### src/rtl/sr_flag_register.sv
// sr_flag_register
//
// Purpose:
//   A bank of WIDTH clocked set/reset flag cells. It is the synchronous replacement for a
//   cross-coupled NAND SR latch. For each channel the block:
//     - deglitches the raw set and clear requests,
//     - applies the requests to the stored flag while en is high,
//     - resolves a simultaneous set and clear according to CONFLICT_MODE,
//     - pulses changed for one cycle after the flag value moves,
//     - latches a sticky conflict flag.
//   Channels are fully independent of one another.
//
// Parameters:
//   WIDTH         number of channels
//   FILTER        number of edges a raw input must differ from its filtered value before the
//                 new value is accepted; 0 bypasses the filter (combinational pass-through)
//   CONFLICT_MODE action when filtered set and clear are both 1:
//                 0 hold, 1 set, 2 clear, 3 toggle; any other value behaves as hold
//   RESET_VAL     value loaded into q while rst is high
//
// Ports:
//   clk           system clock, rising edge
//   rst           asynchronous reset, active high
//   en            update enable for q and conflict; the filters run regardless of en
//   set_in        raw per-channel set requests
//   clr_in        raw per-channel clear requests
//   conflict_clr  per-channel clear of the sticky conflict flag
//   q             stored flag values
//   q_n           exact complement of q
//   changed       one-cycle pulse on channels whose q changed on the previous edge
//   conflict      sticky: filtered set and clear were both 1 on an enabled edge

module sr_flag_register #(
    parameter int unsigned      WIDTH         = 8,
    parameter int unsigned      FILTER        = 2,
    parameter int unsigned      CONFLICT_MODE = 0,
    parameter logic [WIDTH-1:0] RESET_VAL     = '0
) (
    input  logic             clk,
    input  logic             rst,
    input  logic             en,
    input  logic [WIDTH-1:0] set_in,
    input  logic [WIDTH-1:0] clr_in,
    input  logic [WIDTH-1:0] conflict_clr,
    output logic [WIDTH-1:0] q,
    output logic [WIDTH-1:0] q_n,
    output logic [WIDTH-1:0] changed,
    output logic [WIDTH-1:0] conflict
);

    typedef enum logic [1:0] {
        ModeHold   = 2'd0,
        ModeSet    = 2'd1,
        ModeClr    = 2'd2,
        ModeToggle = 2'd3
    } mode_e;

    // Out-of-range modes fold onto hold so the datapath is always well defined.
    localparam mode_e CONFLICT_ACTION =
        (CONFLICT_MODE > 3) ? ModeHold : mode_e'(2'(CONFLICT_MODE));

    if (CONFLICT_MODE > 3) begin : g_bad_mode
        $error("sr_flag_register: CONFLICT_MODE %0d is illegal, behaving as hold",
               CONFLICT_MODE);
    end

    if (WIDTH == 0) begin : g_bad_width
        $error("sr_flag_register: WIDTH must be at least 1");
    end

    // ------------------------------------------------------------------
    // Input filters
    // ------------------------------------------------------------------
    logic [WIDTH-1:0] set_f;
    logic [WIDTH-1:0] clr_f;

    if (FILTER == 0) begin : g_bypass

        assign set_f = set_in;
        assign clr_f = clr_in;

    end else begin : g_filter

        // The counter only has to reach FILTER-1, so this width never overflows.
        localparam int unsigned CNT_W = $clog2(FILTER + 1);
        localparam int unsigned NBITS = 2 * WIDTH;

        logic [NBITS-1:0]            raw;
        logic [NBITS-1:0]            filt_q;
        logic [NBITS-1:0]            filt_d;
        logic [NBITS-1:0][CNT_W-1:0] cnt_q;
        logic [NBITS-1:0][CNT_W-1:0] cnt_d;

        // Set and clear share one filter array: low half is set, high half is clear.
        assign raw = {clr_in, set_in};

        always_comb begin
            filt_d = filt_q;
            cnt_d  = '0;
            for (int i = 0; i < NBITS; i++) begin
                if (raw[i] != filt_q[i]) begin
                    if (cnt_q[i] == CNT_W'(FILTER - 1)) begin
                        // Held long enough: accept it and restart from zero.
                        filt_d[i] = raw[i];
                    end else begin
                        cnt_d[i] = cnt_q[i] + 1'b1;
                    end
                end
                // raw == filtered leaves cnt_d at zero, so short pulses are discarded.
            end
        end

        always_ff @(posedge clk or posedge rst) begin
            if (rst) begin
                filt_q <= '0;
                cnt_q  <= '0;
            end else begin
                filt_q <= filt_d;
                cnt_q  <= cnt_d;
            end
        end

        assign set_f = filt_q[WIDTH-1:0];
        assign clr_f = filt_q[NBITS-1:WIDTH];

    end

    // ------------------------------------------------------------------
    // Flag core
    // ------------------------------------------------------------------
    logic [WIDTH-1:0] q_q;
    logic [WIDTH-1:0] q_d;
    logic [WIDTH-1:0] changed_q;
    logic [WIDTH-1:0] changed_d;
    logic [WIDTH-1:0] conflict_q;
    logic [WIDTH-1:0] conflict_d;

    always_comb begin
        q_d        = q_q;
        // A new conflict is applied after the clear, so it wins on the same edge.
        conflict_d = conflict_q & ~conflict_clr;
        for (int i = 0; i < WIDTH; i++) begin
            if (en) begin
                unique case ({set_f[i], clr_f[i]})
                    2'b00: q_d[i] = q_q[i];
                    2'b10: q_d[i] = 1'b1;
                    2'b01: q_d[i] = 1'b0;
                    2'b11: begin
                        conflict_d[i] = 1'b1;
                        unique case (CONFLICT_ACTION)
                            ModeHold:   q_d[i] = q_q[i];
                            ModeSet:    q_d[i] = 1'b1;
                            ModeClr:    q_d[i] = 1'b0;
                            ModeToggle: q_d[i] = ~q_q[i];
                        endcase
                    end
                endcase
            end
        end
        changed_d = q_d ^ q_q;
    end

    always_ff @(posedge clk or posedge rst) begin
        if (rst) begin
            q_q        <= RESET_VAL;
            changed_q  <= '0;
            conflict_q <= '0;
        end else begin
            q_q        <= q_d;
            changed_q  <= changed_d;
            conflict_q <= conflict_d;
        end
    end

    assign q        = q_q;
    assign q_n      = ~q_q;
    assign changed  = changed_q;
    assign conflict = conflict_q;

endmodule

### config.mk
export PLATFORM = sky130hd
export DESIGN_NAME = sr_flag_register
export DESIGN_NICKNAME = d
export VERILOG_FILES = /design/src/rtl/sr_flag_register.sv
export SDC_FILE = /design/constraint.sdc
export NUM_CORES = 1
export LEC_CHECK = 0
export ABC_CLOCK_PERIOD_IN_PS = 3220
export CELL_PAD_IN_SITES_DETAIL_PLACEMENT = 1
export CELL_PAD_IN_SITES_GLOBAL_PLACEMENT = 2
export CORE_ASPECT_RATIO = 0.6
export CORE_UTILIZATION = 34
export DETAILED_ROUTE_END_ITERATION = 10
export GPL_ROUTABILITY_DRIVEN = 0
export HOLD_SLACK_MARGIN = 0.02
export PLACE_DENSITY = 0.84
export SLEW_MARGIN = 20
export SYNTH_ARGS = -nofsm -noshare
export SYNTH_HDL_FRONTEND = slang
export SYNTH_SLANG_ARGS = --single-unit
### constraint.sdc
create_clock -name clk -period 3.22 [get_ports clk]
set_input_delay 0.644 -clock clk [delete_from_list [all_inputs] [get_ports clk]]
set_output_delay 0.644 -clock clk [all_outputs]
set_load 0.01 [all_outputs]
==> reports/qor.csv <==
stage,metric,value,unit
min_path,hp-class,reg2reg,
cts,cts_buffers,9,
sta,rsz0062_at_grt,false,
setup_path,cpLargestDelayFamily,buffers and inverters,
cts,clkTransAtPathRegs,50,ps
synthesis,ys_warn_count,0,
setup_path,crit_required,2580,ps
cts,clock_sinks,72,
flow_run,cap_violations,0,
floorplan,die-area,0.009315,mm^2
sta,final-hold-violation-count,0,
setup_path,critPathCaptureType,output pin,
synthesis,synth_cells,242,
synthesis,synth_top_area_frac,0.5941,
placed_design,portBuffers,58,
sta,finalMaxSlewViolations,0,
sta,final.setup.tns,0,ps
cts,htreeDepth,3,
setup_path,cp.arrival,1430,ps
final_layout,drive_gt1_frac,0.1076,
final_layout,antennaDiodeCount,0,
global_routing,groute.usage.overall,0.1367,
placed_design,placed_cells,412,
drt,routedWlPerCell,13.00,um
drt,drcViolationCount,0,
final_layout,fin_util,0.4691,
sta,holdWs,440.9,ps
final_layout,fin_cells,428,
cts,clk_latency,330,ps
cts,cts_tree,yes,
cts,post_cts_resized,0,
synthesis,synth_top_area_cell,dfrtp_1,
setup_path,path_cells,"inv_1, clkdlybuf4s50_1",
setup_path,cp_slowest_stage_delay,550,ps
synthesis,synth_top_cells_by_area,"dfrtp_1 (59%), ha_1 (6.6%), mux2_2 (5.9%)",
sta,fin_skew,5.750,ps
synthesis,ys_types,16,
floorplan,start_util,0.3531,
sta,maxSlewHeadroom,0.4734,
drt,totalWireLength,5.562,mm
global_routing,grt_pass1_vias,1943,
synthesis,synth_area,0.003033,mm^2
drt,vias_per_cell,4.367,
cts,postCtsSetupRepairBufs,0,
floorplan,num_io_pins,59,
drt,firstDrtPassIters,4,
global_routing,grt_max_degree,38,
floorplan,die_y,75.16,um
drt,ant_nets,0,
sta,finalCritPeriodShare,0.6434,
global_routing,antenna_found_initial,0,
floorplan,coreArea,0.008588,mm^2
global_routing,grt_first_pass_wirelength,9.170,mm
placed_design,place_area,0.003762,mm^2
pwr,power_density,924.0,mW/mm^2
cts,clk_path_buf_depth,2,
drt,via_count,1869,
drt,drtIter0Drc,63,
synthesis,syn_area_per_cell,12.53,um^2
sta,setup_violations,0,
floorplan,row_count,26,
pwr,ir_drop,0.0003307,V
final_layout,area_growth,32.84,%
setup_path,crit_path_top_delay_cell,clkdlybuf4s50_1,
global_routing,grt_overflow,0,
synthesis,synth_nets,285,
setup_path,critPathBufInv,2,
synthesis,synth-seq-cells,72,
run_status,status,"finished, final reports clean",
synthesis,ys_seq_area_frac,0.5941,
cts,cts_hold_buffers,0,
placed_design,dpl.hpwl,4.132,mm
pwr,p_leak,0.001859,uW
final_layout,fin_nets,354,
setup_path,path_max_fanout,3,
setup_path,critical_path_class,reg2out,
sta,tightest_slew,788.8,ps
sta,max_freq,482.7,MHz
setup_path,setup.worst_path.start_class,flop,
final_layout,design_area,0.004029,mm^2
cts,cts_root_buf,clkbuf_16,
sta,min_period,2072,ps
floorplan,chipWidth,123.9,um
==> report_power, final <==
part	switching, uW	internal (uW)	total (uW)
registers	276	1230	1510
logic	557	776	1330
clock network	346	536	882
total	1180	2540	3720
==> flip-flops by register name, indices dropped and copies added (netlist names) <==
| signal | count |
|---|---|
| g_filter.cnt_q | 32 |
| conflict | 8 |
| q | 8 |
| g_filter.filt_q | 16 |
| changed | 8 |
==> cell families (layout without fill, tap and decap cells) <==
logic type / Yosys count / count (layout) / synth area share
DFF: 72 / 72 / 0.5941
and+or+nand+nor: 72 / 72 / 0.1370
buffers and inverters: 26 / 100 / 0.03465
xor gates and xnor gates: 24 / 24 / 0.06931
muxes: 24 / 24 / 0.08581
adders and majority gates: 16 / 16 / 0.06601
AOI/OAI and AO/OA: 8 / 8 / 0.01320
==> cells in the final DEF, fill, tap and decap left out <==
cell and count:
ha_1 16, dfrtp_1 72, xnor2_1 20, nor2_1 20, nor2b_1 13, clkbuf_16 9
clkbuf_8 1, mux2i_1 8, nor2b_4 2, clkdlybuf4s50_1 58, xor2_1 4, nor3b_1 16
o21ai_0 8, inv_1 24, and2_1 4, nand2_1 8, buf_12 1, nand2b_1 9
clkbuf_1 2, mux2_2 16, inv_2 1, clkinv_2 4
==> worst paths after layout <==
path                                     from            endpoint  slack (ps)  cells after the start
min reg2reg                g_filter.cnt_q[10]  g_filter.cnt_q[10]         440                      1
min in group asynchronous                 rst         conflict[7]         790                      2
max in group asynchronous                 rst          changed[0]        1770                      3
min                        g_filter.cnt_q[10]  g_filter.cnt_q[10]         440                      1
max                                      q[0]              q_n[0]        1150                      2
max reg2reg                g_filter.filt_q[3]                q[3]        2000                      4
==> per-layer routing <==
| metal | vias up | part of all wire | track usage |
|---|---|---|---|
| met4 | 0 | 0.015 | 0.06746 |
| li1 | 910 | - | - |
| met3 | 8 | 0.061 | 0.05152 |
| met5 | - | 0 | 0 |
| met1 | 908 | 0.47 | 0.1748 |
| met2 | 43 | 0.45 | 0.2056 |
==> metrics by stage <==
step                      total power, uW  worst slack, ps
final                                3723             1148
after global placement               2810             1084
after CTS                            3802             1129
after detailed placement             2883             1017
after global routing                 4016             1083
after floorplan                      2302            751.1
==> cell usage after synthesis (all sizes together) <==
library cell,count
inv,25
xor2,4
buf,1
dfrtp,72
o21ai,8
ha,16
nor2b,15
nor3b,16
mux2i,8
nand2b,9
xnor2,20
nor2,20
nand2,8
mux2,16
and2,4
==> cell type report <==
cell class	count	area (um^2)
repair buffers	59	600.6
inverters	25	93.84
clock inverters	4	20.02
fillers	920	4559
clock buffers	12	246.5
multi-input cells	144	1126
flip-flops and latches	72	1802
well taps	112	140.1
No activity file was read; power rests on OpenSTA's default activity.
==> RTL change: new RTL, same flow settings <==
Set the parameter `WIDTH` to 12 (it was 8).
--- a/src/rtl/sr_flag_register.sv
+++ b/src/rtl/sr_flag_register.sv
@@ -31,7 +31,7 @@
 //   conflict      sticky: filtered set and clear were both 1 on an enabled edge
 
 module sr_flag_register #(
-    parameter int unsigned      WIDTH         = 8,
+    parameter int unsigned      WIDTH         = 12,
     parameter int unsigned      FILTER        = 2,
     parameter int unsigned      CONFLICT_MODE = 0,
     parameter logic [WIDTH-1:0] RESET_VAL     = '0
Ports: changed (7 resized); port bits go from 59 to 87. The function was not compared with the original's and may differ.
==> RTL change against the original RTL <==
- wire length is 54% higher
- combinational power is 48% higher
- design area is 46% higher
- critical endpoint is now q_n[1]
- total power is 40% higher
- synthesized area is 49% higher
- setup slack better by 0.036 ns
- register-to-register slack worse by 0.02 ns
- critical path type unchanged
- sequential cell count is 36 higher
- largest cell class unchanged
==> RTL change: results (changes against the original RTL) <==
Setup WS pre-CTS 1.290 ns (+0.2735 ns); Slew @ Worst Pin 0.7355 ns (-0.05330 ns); leakage power 2.714 nW (+46%); Sw Pwr 1.696 mW (+44%); Clock transition at path regs 0.07 ns (+0.02 ns); fill count 1,369 (+49%); DR vias/cell 4.411 (+1.0%); Final Critical Period 2.035 ns (-0.03626 ns); crit path DAT 1.39 ns (-0.04 ns); GRT Util Overall 13.93% (+0.26 points); final cell area excluding filler cells 5899 sq um (+46%); M3 GR Usage 3.970% (-1.2 points); met1 usage 18.04% (+0.56 points); Worst Hold End g_filter.cnt_q[38]$_DFF_PP0_; CP startpoint q[1]$_DFF_PP0_; mux contribution to synthesized area 8.616% (+0.036 points); pin count of the biggest net entering global routing 41 (+7.9%); IO buf count 86 (+48%); met2 usage 22.59% (+2.0 points); syn nets 426 (+49%); global-route wire length before repair 14.88 mm (+62%); Clock group 0.996 mW (+13%); leading cell types by total area after synthesis dfrtp_1, ha_1, mux2_2; outcome completed; synthesized-area fraction occupied by adder cells 6.628% (+0.027 points); compound-cell area share of the yosys netlist 1.326% (+0.0055 points); Hold Slack 0.4445 ns (+0.003555 ns); final wirelength 8.547 mm (+54%); vias in the first global route 3,045 (+57%); Seq/Total Area, Yosys 59.65% (+0.25 points); number of DRC markers in iteration 0 34 (-46%); most instantiated cells after synthesis dfrtp_1, inv_1, nor2_1, xnor2_1; Nets 524 (+48%); fraction of layout cells with a size suffix above 1 8.817% (-1.9 points); Cells after DPL 620 (+50%); Post-DP Area 5640 sq um (+50%); power share of the combinational group 37.8% (+2.0 points)
==> RTL change: changes by cell type in the layout (fill, tap and decap cells not counted), moves of 5 or more <==
| cell | unedited run | this run |
|---|---|---|
| xnor2_1 | 20 | 30 |
| ha_1 | 16 | 24 |
| nor2_1 | 20 | 30 |
| inv_1 | 24 | 36 |
| nor3b_1 | 16 | 24 |
| nor2b_1 | 13 | 18 |
| clkdlybuf4s50_1 | 58 | 86 |
| and2b_1 | 0 | 6 |
| mux2_2 | 16 | 24 |
| dfrtp_1 | 72 | 108 |
==> RTL change: layout make-up <==
class,instances,area share (%)
timing repair buffer,89,15.40
sequential,108,45.81
clock buffer,11,3.945
multi-input combinational,216,28.38
tap,170,3.606
clock inverter,4,0.4454
inverter,37,2.418
==> RTL change: critical path: cells and delay by family, from the launching register on <==
family	cells	cell delay (ns)
buffers and inverters	2	0.63
flip-flops	1	0.41
==> RTL change: per-layer routing <==
layer	part of all wire [%]	wire length, um
met5	0	0
met3	4.8	410
met2	47	4035
met4	1.1	93
met1	47	4007
